## config.mk

```make
export PLATFORM = sky130hd
export DESIGN_NAME = arm7_prefetch
export DESIGN_NICKNAME = d
export VERILOG_FILES = /design/src/rtl/arm7_prefetch.sv
export SDC_FILE = /design/constraint.sdc
export NUM_CORES = 1
export LEC_CHECK = 0
export BUFFER_PORTS_ARGS = -buffer_cell sky130_fd_sc_hd__clkbuf_2
export CAP_MARGIN = 10
export CORE_MARGIN = 5
export CORE_UTILIZATION = 61
export CTS_CLUSTER_SIZE = 8
export DETAILED_ROUTE_END_ITERATION = 12
export PLACE_DENSITY = 0.94
export REMOVE_ABC_BUFFERS = 1
export SKIP_CTS_REPAIR_TIMING = 1
export SYNTH_ARGS = -nofsm -noshare
export SYNTH_HDL_FRONTEND = slang
export SYNTH_SLANG_ARGS = --single-unit
```

## constraint.sdc

```tcl
create_clock -name clk -period 13.8 [get_ports clk]
set_clock_uncertainty 0.2 [all_clocks]
set_input_delay 2.07 -clock clk [delete_from_list [all_inputs] [get_ports clk]]
set_output_delay 2.07 -clock clk [all_outputs]
set_load 0.005 [all_outputs]
```

## src/rtl/arm7_prefetch.sv

```systemverilog
// ARM7 instruction prefetch stage: fetches words from fetch_pc into a small
// {instr, pc} queue and presents them in order; a redirect flushes everything.
module arm7_prefetch #(
  parameter int unsigned DEPTH    = 2,
  parameter logic [31:0] RESET_PC = 32'h0000_0000
) (
  input  logic        clk,
  input  logic        reset,
  output logic        mem_req,
  output logic [31:0] mem_addr,
  input  logic        mem_ack,
  input  logic [31:0] mem_rdata,
  input  logic        flush,
  input  logic [31:0] flush_pc,
  output logic        out_valid,
  output logic [31:0] out_instr,
  output logic [31:0] out_pc,
  input  logic        out_ready
);

  localparam int unsigned PW = $clog2(DEPTH);
  localparam int unsigned CW = $clog2(DEPTH + 1);
  localparam logic [CW-1:0] DEPTH_C = CW'(DEPTH);

  typedef enum logic [1:0] {
    ST_IDLE,
    ST_REQ,
    ST_DISCARD
  } state_e;

  state_e                 state_q, state_d;
  logic [31:0]            fetch_pc_q, fetch_pc_d;
  logic [31:0]            redirect_pc_q, redirect_pc_d;
  logic [CW-1:0]          count_q, count_d;
  logic [PW-1:0]          wr_ptr_q, wr_ptr_d;
  logic [PW-1:0]          rd_ptr_q, rd_ptr_d;
  logic [DEPTH-1:0][31:0] instr_q, instr_d;
  logic [DEPTH-1:0][31:0] pc_q, pc_d;

  logic          push;
  logic          pop;
  logic          has_room;
  logic [CW-1:0] count_next;
  logic [31:0]   flush_addr;

  assign mem_req   = (state_q == ST_REQ) || (state_q == ST_DISCARD);
  assign mem_addr  = fetch_pc_q;
  assign out_valid = (count_q != '0);
  assign out_instr = instr_q[rd_ptr_q];
  assign out_pc    = pc_q[rd_ptr_q];

  always_comb begin
    state_d       = state_q;
    fetch_pc_d    = fetch_pc_q;
    redirect_pc_d = redirect_pc_q;
    wr_ptr_d      = wr_ptr_q;
    rd_ptr_d      = rd_ptr_q;
    instr_d       = instr_q;
    pc_d          = pc_q;

    flush_addr = flush_pc & 32'hFFFF_FFFC;
    push       = mem_ack && (state_q == ST_REQ) && !flush;
    pop        = out_valid && out_ready && !flush;
    count_next = count_q + CW'(push) - CW'(pop);
    has_room   = (count_next < DEPTH_C);
    count_d    = count_next;

    if (push) begin
      instr_d[wr_ptr_q] = mem_rdata;
      pc_d[wr_ptr_q]    = fetch_pc_q;
      wr_ptr_d          = wr_ptr_q + PW'(1);
    end
    if (pop) begin
      rd_ptr_d = rd_ptr_q + PW'(1);
    end

    case (state_q)
      ST_IDLE: begin
        if (has_room) state_d = ST_REQ;
      end
      ST_REQ: begin
        if (mem_ack) begin
          fetch_pc_d = fetch_pc_q + 32'd4;
          state_d    = has_room ? ST_REQ : ST_IDLE;
        end
      end
      ST_DISCARD: begin
        if (mem_ack) begin
          fetch_pc_d = redirect_pc_q;
          state_d    = ST_REQ;
        end
      end
      default: state_d = ST_IDLE;
    endcase

    // A pending bus request cannot be withdrawn, so the new PC waits in
    // redirect_pc until the old transfer completes and is dropped.
    if (flush) begin
      count_d  = '0;
      wr_ptr_d = '0;
      rd_ptr_d = '0;
      if (mem_req && !mem_ack) begin
        state_d       = ST_DISCARD;
        fetch_pc_d    = fetch_pc_q;
        redirect_pc_d = flush_addr;
      end else begin
        state_d    = ST_REQ;
        fetch_pc_d = flush_addr;
      end
    end
  end

  always_ff @(posedge clk or posedge reset) begin
    if (reset) begin
      state_q       <= ST_IDLE;
      fetch_pc_q    <= RESET_PC;
      redirect_pc_q <= RESET_PC;
      count_q       <= '0;
      wr_ptr_q      <= '0;
      rd_ptr_q      <= '0;
      instr_q       <= '0;
      pc_q          <= '0;
    end else begin
      state_q       <= state_d;
      fetch_pc_q    <= fetch_pc_d;
      redirect_pc_q <= redirect_pc_d;
      count_q       <= count_d;
      wr_ptr_q      <= wr_ptr_d;
      rd_ptr_q      <= rd_ptr_d;
      instr_q       <= instr_d;
      pc_q          <= pc_d;
    end
  end

endmodule
```

# After elaboration in Yosys (flattened, before gate mapping)
# Cells that the tools add are included.
# op_classes
n_addsub,5
n_lt_le_gt_ge,4
n_eq_ne,6
mux,25
reduce_logical,17
# ops
operator,n
2-to-1 mux 32 bit,9
bitwise mux 64 bit,2
case mux 32 bit (2 select lines),1
adder 32 x 3 -> 32 bit (second input constant),1
demux 32 bit (select 1 bit),1
2-to-1 mux 2 bit,6
inequality test 3 bit (second input constant),3
logical AND 1 bit,6
case mux 2 bit (3 select lines),1
nonzero test 2 bit,3
2-to-1 mux 1 bit,5
less-than comparator 1 x 2 -> 1 bit (second input constant),2
AND reduction 4 bit,1
AND reduction 3 bit,1
nonzero test 3 bit,1
adder 1 bit (second input constant),2
adder 2 x 1 -> 2 bit,1
equality test 2 x 1 -> 1 bit (second input constant),1
equality test 2 bit (second input constant),1
logical NOT 1 bit,2
logical NOT 2 bit,1
less-than comparator 2 bit (second input constant),1
inequality test 2 bit (second input constant),1
AND reduction 2 bit,1
3 further kinds,3
# totals
reg_bits,196
in_bits,69
output_inout_bits,98
word_cells,67

# Depth between registers and ports, before layout
# logic_depth
ltp_word,10
depth_mapped,13
ltp_nobuf,11

# Worst setup path after synthesis
# OpenSTA, ideal clock, no wires.
# synth_path
kind,input -> register
startpoint,input port flush
endpoint,register state_q[0]
setup_time_ps,135
arrival_ps,4278
t_required_ps,13465
path_slack_ps,9186
stages,13
n_path_buf,4
path_cell_list,buf_2 -> buf_1 -> buf_2 -> buf_1 -> nor2_1 -> ha_1 -> inv_1 -> ha_1 -> xnor3_1 -> a211oi_1 -> o21ai_0 -> a21oi_1 -> a21oi_1
# synth_between
elab_chain_cells,9
elab_cells_between_ends,14
cone_classes,add/sub (2); order compare (1); eq/ne (3); mux (4); reduce/logical (4)
# synth_lines
element,line_no,rtl
start: declaration,13,"input logic flush,"
logical NOT 1 bit,"62, 63",
logical AND 1 bit,62,push = mem_ack && (state_q == ST_REQ) && !flush;
adder 2 x 1 -> 2 bit,64,count_next = count_q + CW'(push) - CW'(pop);
subtractor 2 x 1 -> 2 bit,64,
less-than comparator 2 bit,65,has_room = (count_next < DEPTH_C);
2-to-1 mux 1 bit,84,state_d = has_room ? ST_REQ : ST_IDLE;
2-to-1 mux 2 bit,82,if (mem_ack) begin
case mux 2 bit (3 select lines),77,case (state_q)
2-to-1 mux 2 bit,98,if (flush) begin
end signal: assignment,124,state_q <= state_d;
end: declaration,31,"state_e state_q, state_d;"
# Several ways; a longest one is shown, not always the timed one. The select of a mux whose other input is x is not followed.
# A chain may end at the register's enable or synchronous reset.

# Worst setup path in the final report
# layout_path
startpoint,input port flush
endpoint,register instr_q[15] (netlist name)
# layout_between
elab_chain_cells,2
# layout_lines
element,line_no,rtl
logical NOT 1 bit,62,
logical AND 1 bit,62,
end signal: assignment,130,instr_q <= instr_d;
end: declaration,37,"logic [DEPTH-1:0][31:0] instr_q, instr_d;"
# No other way between the ends.

==> results by stage <==
Status:
- The flow ran to the end, and the final reports show no timing, DRC or antenna violations.

Critical path:
- The critical path's slowest cell is nor2_4.
- The number of buffers and inverters on the critical path is 3.
- The critical path runs through a total of 6 cells.
- The worst flop-to-flop path endpoint is mem_addr[18].
- The worst setup path is launched from a primary input.
- Walking the worst path, the cells encountered are clkbuf_2, buf_4, nand3b_1, nor2_4, buf_4, mux2_2.
- The startpoint-to-endpoint class of the critical path is primary input to flip-flop.
- In this run the worst path has a maximum fanout of 55.
- The start point of the critical path is flush.
- In this design, the stage delay of the slowest critical-path cell is 810 ps.
- The kind of cell with the highest combined delay along the critical path is simple AND/OR/NAND/NOR gates.
- The cell with the most instances on the worst path is buf_4.
- The worst endpoint data arrival time is 4590 ps.
- STA classifies the critical path endpoint as a flip-flop.
- For the worst setup path, the data required time is 13910 ps.
- The startpoint identified for the worst register-to-register timing path is state_q[0].
- For flop-to-flop paths, the worst setup slack is 10600 ps.
- The worst reg2reg path depth is 8.

Place:
- Detailed placement ended at an HPWL of 13.3 mm.
- In this run the tool buffered the top-level ports with 160 buffer cells.
- At the end of routability-driven placement, the weighted congestion stood at 0.810.

Floorplan:
- The vertical die dimension is 133 um.
- 167 I/O pins were placed.
- From left edge to right edge, the die measures 133 um.
- The die area is 17700 um^2.
- After floorplanning, the core was divided into 45 placement rows.
- The starting density of the core is 61.5%.
- The total area inside the core boundary comes to 15000 um^2.

Global route:
- The via count of the first global-routing pass is 6686.
- The overall fraction of global-route tracks in use is 23.5%.
- For this run the aggregate overflow at the end of global routing stands at 0.
- The number of antenna violations at the first check in global routing is 0.
- The first global-routing pass estimated 33.7 mm of wire.
- The largest net degree at the start of global routing is 104.

Logic synthesis:
- In the post-synthesis netlist, the biggest area contributors are dfrtp_1 (51%), mux2_2 (26%), o21ai_0 (1.8%), nand2_1 (1.7%), a21oi_1 (1.7%).
- During synthesis, Yosys emitted a total of 0 warnings.
- In the synthesized netlist the dominant register cell turns out to be dfrtp_1.
- The mean instance size in the synthesized netlist is 12.3 um^2.
- Synthesis produced 752 cells.
- After synthesis, the share of flip-flops with an asynchronous set or reset is 100%.
- The area share of the largest cell type after synthesis is 51.4%.
- Counting flops with a built-in enable in the synthesized netlist gives 0.
- The flip-flop and latch count after synthesis is 190.
- The cell type contributing the most total cell area after synthesis is dfrtp_1.
- Sequential elements use 51.4% of the synthesized area.
- The number of different library cells used by synthesis comes to 59.
- Summing every instance area after synthesis gives 9250 um^2.

Min path:
- The worst hold path terminates at redirect_pc_q[2].
- The tightest min-delay check is of the flip-flop to flip-flop type.
- The worst hold path begins at redirect_pc_q[2].
- Along the worst hold path, the cell count comes to 2.

Detailed routing:
- The final layout contains routed wiring with a total length of 20.6 mm.
- The violation count after the first detailed-route iteration is 486.
- The vias after detailed routing is 6493.
- The post-route DRC violation count is 0.
- The average wire per standard cell is 18.9 um.
- The average vias per placed instance is 5.96.
- The first detailed-routing pass took 5 iterations.
- The count of nets left with antenna violations once routing finished came out at 0.

Clocking:
- The source-to-sink clock delay at the later pin of the worst-skew pair is 430 ps.
- The clock root buffer is clkbuf_16.
- The CTS tree is built.
- The clock sink count is 190.
- The clock edge transition at the registers on the reported setup and hold paths is 60 ps.
- The number of clock buffers added by TritonCTS is 17.
- The deepest clock path buffer count is 2.
- The H-tree was split into 4 levels.

Finish:
- The total inserted antenna cells is 0.
- The net total in the final layout is 964.
- The growth of design area from synthesis to finish is 15.9%.
- The fraction of final layout cells sized beyond drive strength 1 is 48.3%.

STA:
- The post-route minimum period is 4480 ps.
- The normalized max-slew margin is 32.2%.
- The final number of max-transition violations is 0.
- Setup repair after global routing left no endpoint under its margin.
- The number of hold-slack violations in the final timing report came to 0.
- Static timing analysis puts the maximum clock frequency at 223 MHz.
- The measured slew at the worst slew-check pin is 1010 ps.
- The fraction of the cycle the final worst path needs is 32.5%.
- Setup total negative slack on the finished layout was measured at 0 ps.
- The final setup violation count is 0.

Power and ir drop:
- For this design the ratio of total power to cell area is 224 nW/um^2.
- Power comes to 2.40 mW.
- The leakage power is 4.91 nW.
- Across the VDD grid, the largest voltage drop is 0.118 mV.

Job:
- The max-capacitance violation count is 0.
[worst register-to-register path, stage by stage, from the launching register on]
cell      delay [ps]
dfrtp_1          400
inv_1            110
ha_1             150
buf_4            380
clkinv_1         880
nand3_1          630
a21oi_1           70
o21ai_0          170
nand3_1           90
[cells in the final DEF (no fill, tap or decap), types with 3 or more instances in the layout]
| cell | synthesis | final |
|---|---|---|
| mux2_2 | 215 | 215 |
| dfrtp_1 | 190 | 189 |
| clkbuf_2 | 0 | 160 |
| nand2_1 | 42 | 42 |
| o21ai_0 | 33 | 33 |
| a21oi_1 | 31 | 31 |
| nor2_1 | 31 | 30 |
| nand3_1 | 26 | 25 |
| clkbuf_16 | 0 | 17 |
| and3_1 | 10 | 10 |
| buf_4 | 8 | 9 |
| mux2i_1 | 8 | 8 |
| xnor2_1 | 8 | 8 |
| o22ai_1 | 7 | 7 |
| nand4_1 | 7 | 7 |
| ha_1 | 7 | 7 |
| xor2_1 | 6 | 6 |
| inv_1 | 6 | 5 |
| a31oi_1 | 5 | 5 |
| o211ai_1 | 5 | 5 |
| clkinv_2 | 0 | 5 |
| nor2b_1 | 4 | 4 |
| nand2b_1 | 4 | 4 |
| o21ai_1 | 4 | 4 |
| o2bb2ai_1 | 4 | 4 |
| conb_1 | 1 | 4 |
| a211oi_1 | 3 | 3 |
| o21a_1 | 3 | 3 |
| inv_6 | 0 | 3 |
[cell families (layout without fill, tap and decap cells)]
logic type      Yosys count  after routing  share of synthesized area, %
mux                     223            223                          27.1
fa+ha+maj                 7              7                         0.947
simple gates            143            143                          8.19
compound gates          110            110                          7.36
xor+xnor                 15             15                          1.57
buf+inv                  63            209                          3.42
flops                   190            190                          51.4
other cells               1              4                        0.0406
[cell usage after synthesis, types with 2 or more instances]
library cell / n
nand3_1: 26
nor4_4: 2
buf_2: 16
and4_1: 2
xnor2_1: 8
ha_1: 7
o21ai_0: 33
inv_1: 6
and3_1: 10
o22ai_1: 7
a32o_1: 2
o21ai_1: 4
or2_2: 2
o21a_1: 3
buf_1: 7
mux2i_1: 8
nor2b_1: 4
mux2_2: 215
xor2_1: 6
nand2b_1: 4
a211oi_1: 3
or3_1: 2
a21oi_1: 31
clkbuf_8: 3
clkbuf_1: 22
buf_4: 8
nand2_1: 42
and3_2: 2
dfrtp_1: 190
nand4_1: 7
nor2_1: 31
o211ai_1: 5
a31oi_1: 5
o2bb2ai_1: 4
[final cells by class]
cell class,instances,area [um^2]
flip-flops and latches,190,4760
fillers,1037,4320
multi-input cells,502,4210
repair buffers,170,896
clock buffers,19,453
well taps,188,235
clock inverters,13,136
inverters,7,33.8
[through the flow]
step | hold WS [ps] | std cells | setup WS, ps | instance area (um^2) | utilization [%]
floorplan | 245 | 699 | 6360 | 8970 | -
global placement | 259 | 1056 | 8930 | 10100 | 67.2
detailed placement | 271 | 1056 | 8850 | 10100 | 67.2
CTS | 286 | 1088 | 9300 | 10700 | 71.1
global route | 299 | 1089 | 9170 | 10700 | 71.3
finish | 285 | 1089 | 9320 | 10700 | 71.3
[worst max-delay path by stage]
| stage | end | slack [ps] |
|---|---|---|
| final | instr_q[15] | 9320 |
| after global routing | instr_q[17] | 9170 |
| after CTS | instr_q[20] | 9300 |
| after detailed placement | instr_q[30] | 8850 |
| after global placement | pc_q[11] | 8930 |
| after floorplan | count_q[0] | 6360 |
[power breakdown]
part | leakage, nW | switching (mW) | total, mW | internal, mW
combinational | 2.31 | 0.375 | 0.869 | 0.494
sequential | 2.30 | 0.216 | 1.04 | 0.829
clock | 0.294 | 0.211 | 0.488 | 0.277
[per-layer routing]
layer,GRT usage [%],wire [um],vias up
met5,0,0,-
li1,-,-,2976
met2,39.2,10200,225
met4,8.06,359,0
met1,31.0,8890,3260
met3,4.49,1110,32
[state kept, by name, summed over array words and instances, names as in the netlist]
register / count
mem_addr: 30
count_q: 2
instr_q: 64
redirect_pc_q: 30
state_q: 2
pc_q: 60
wr_ptr_q: 1
rd_ptr_q: 1
Note: power is estimated with default switching activity, not from simulation.
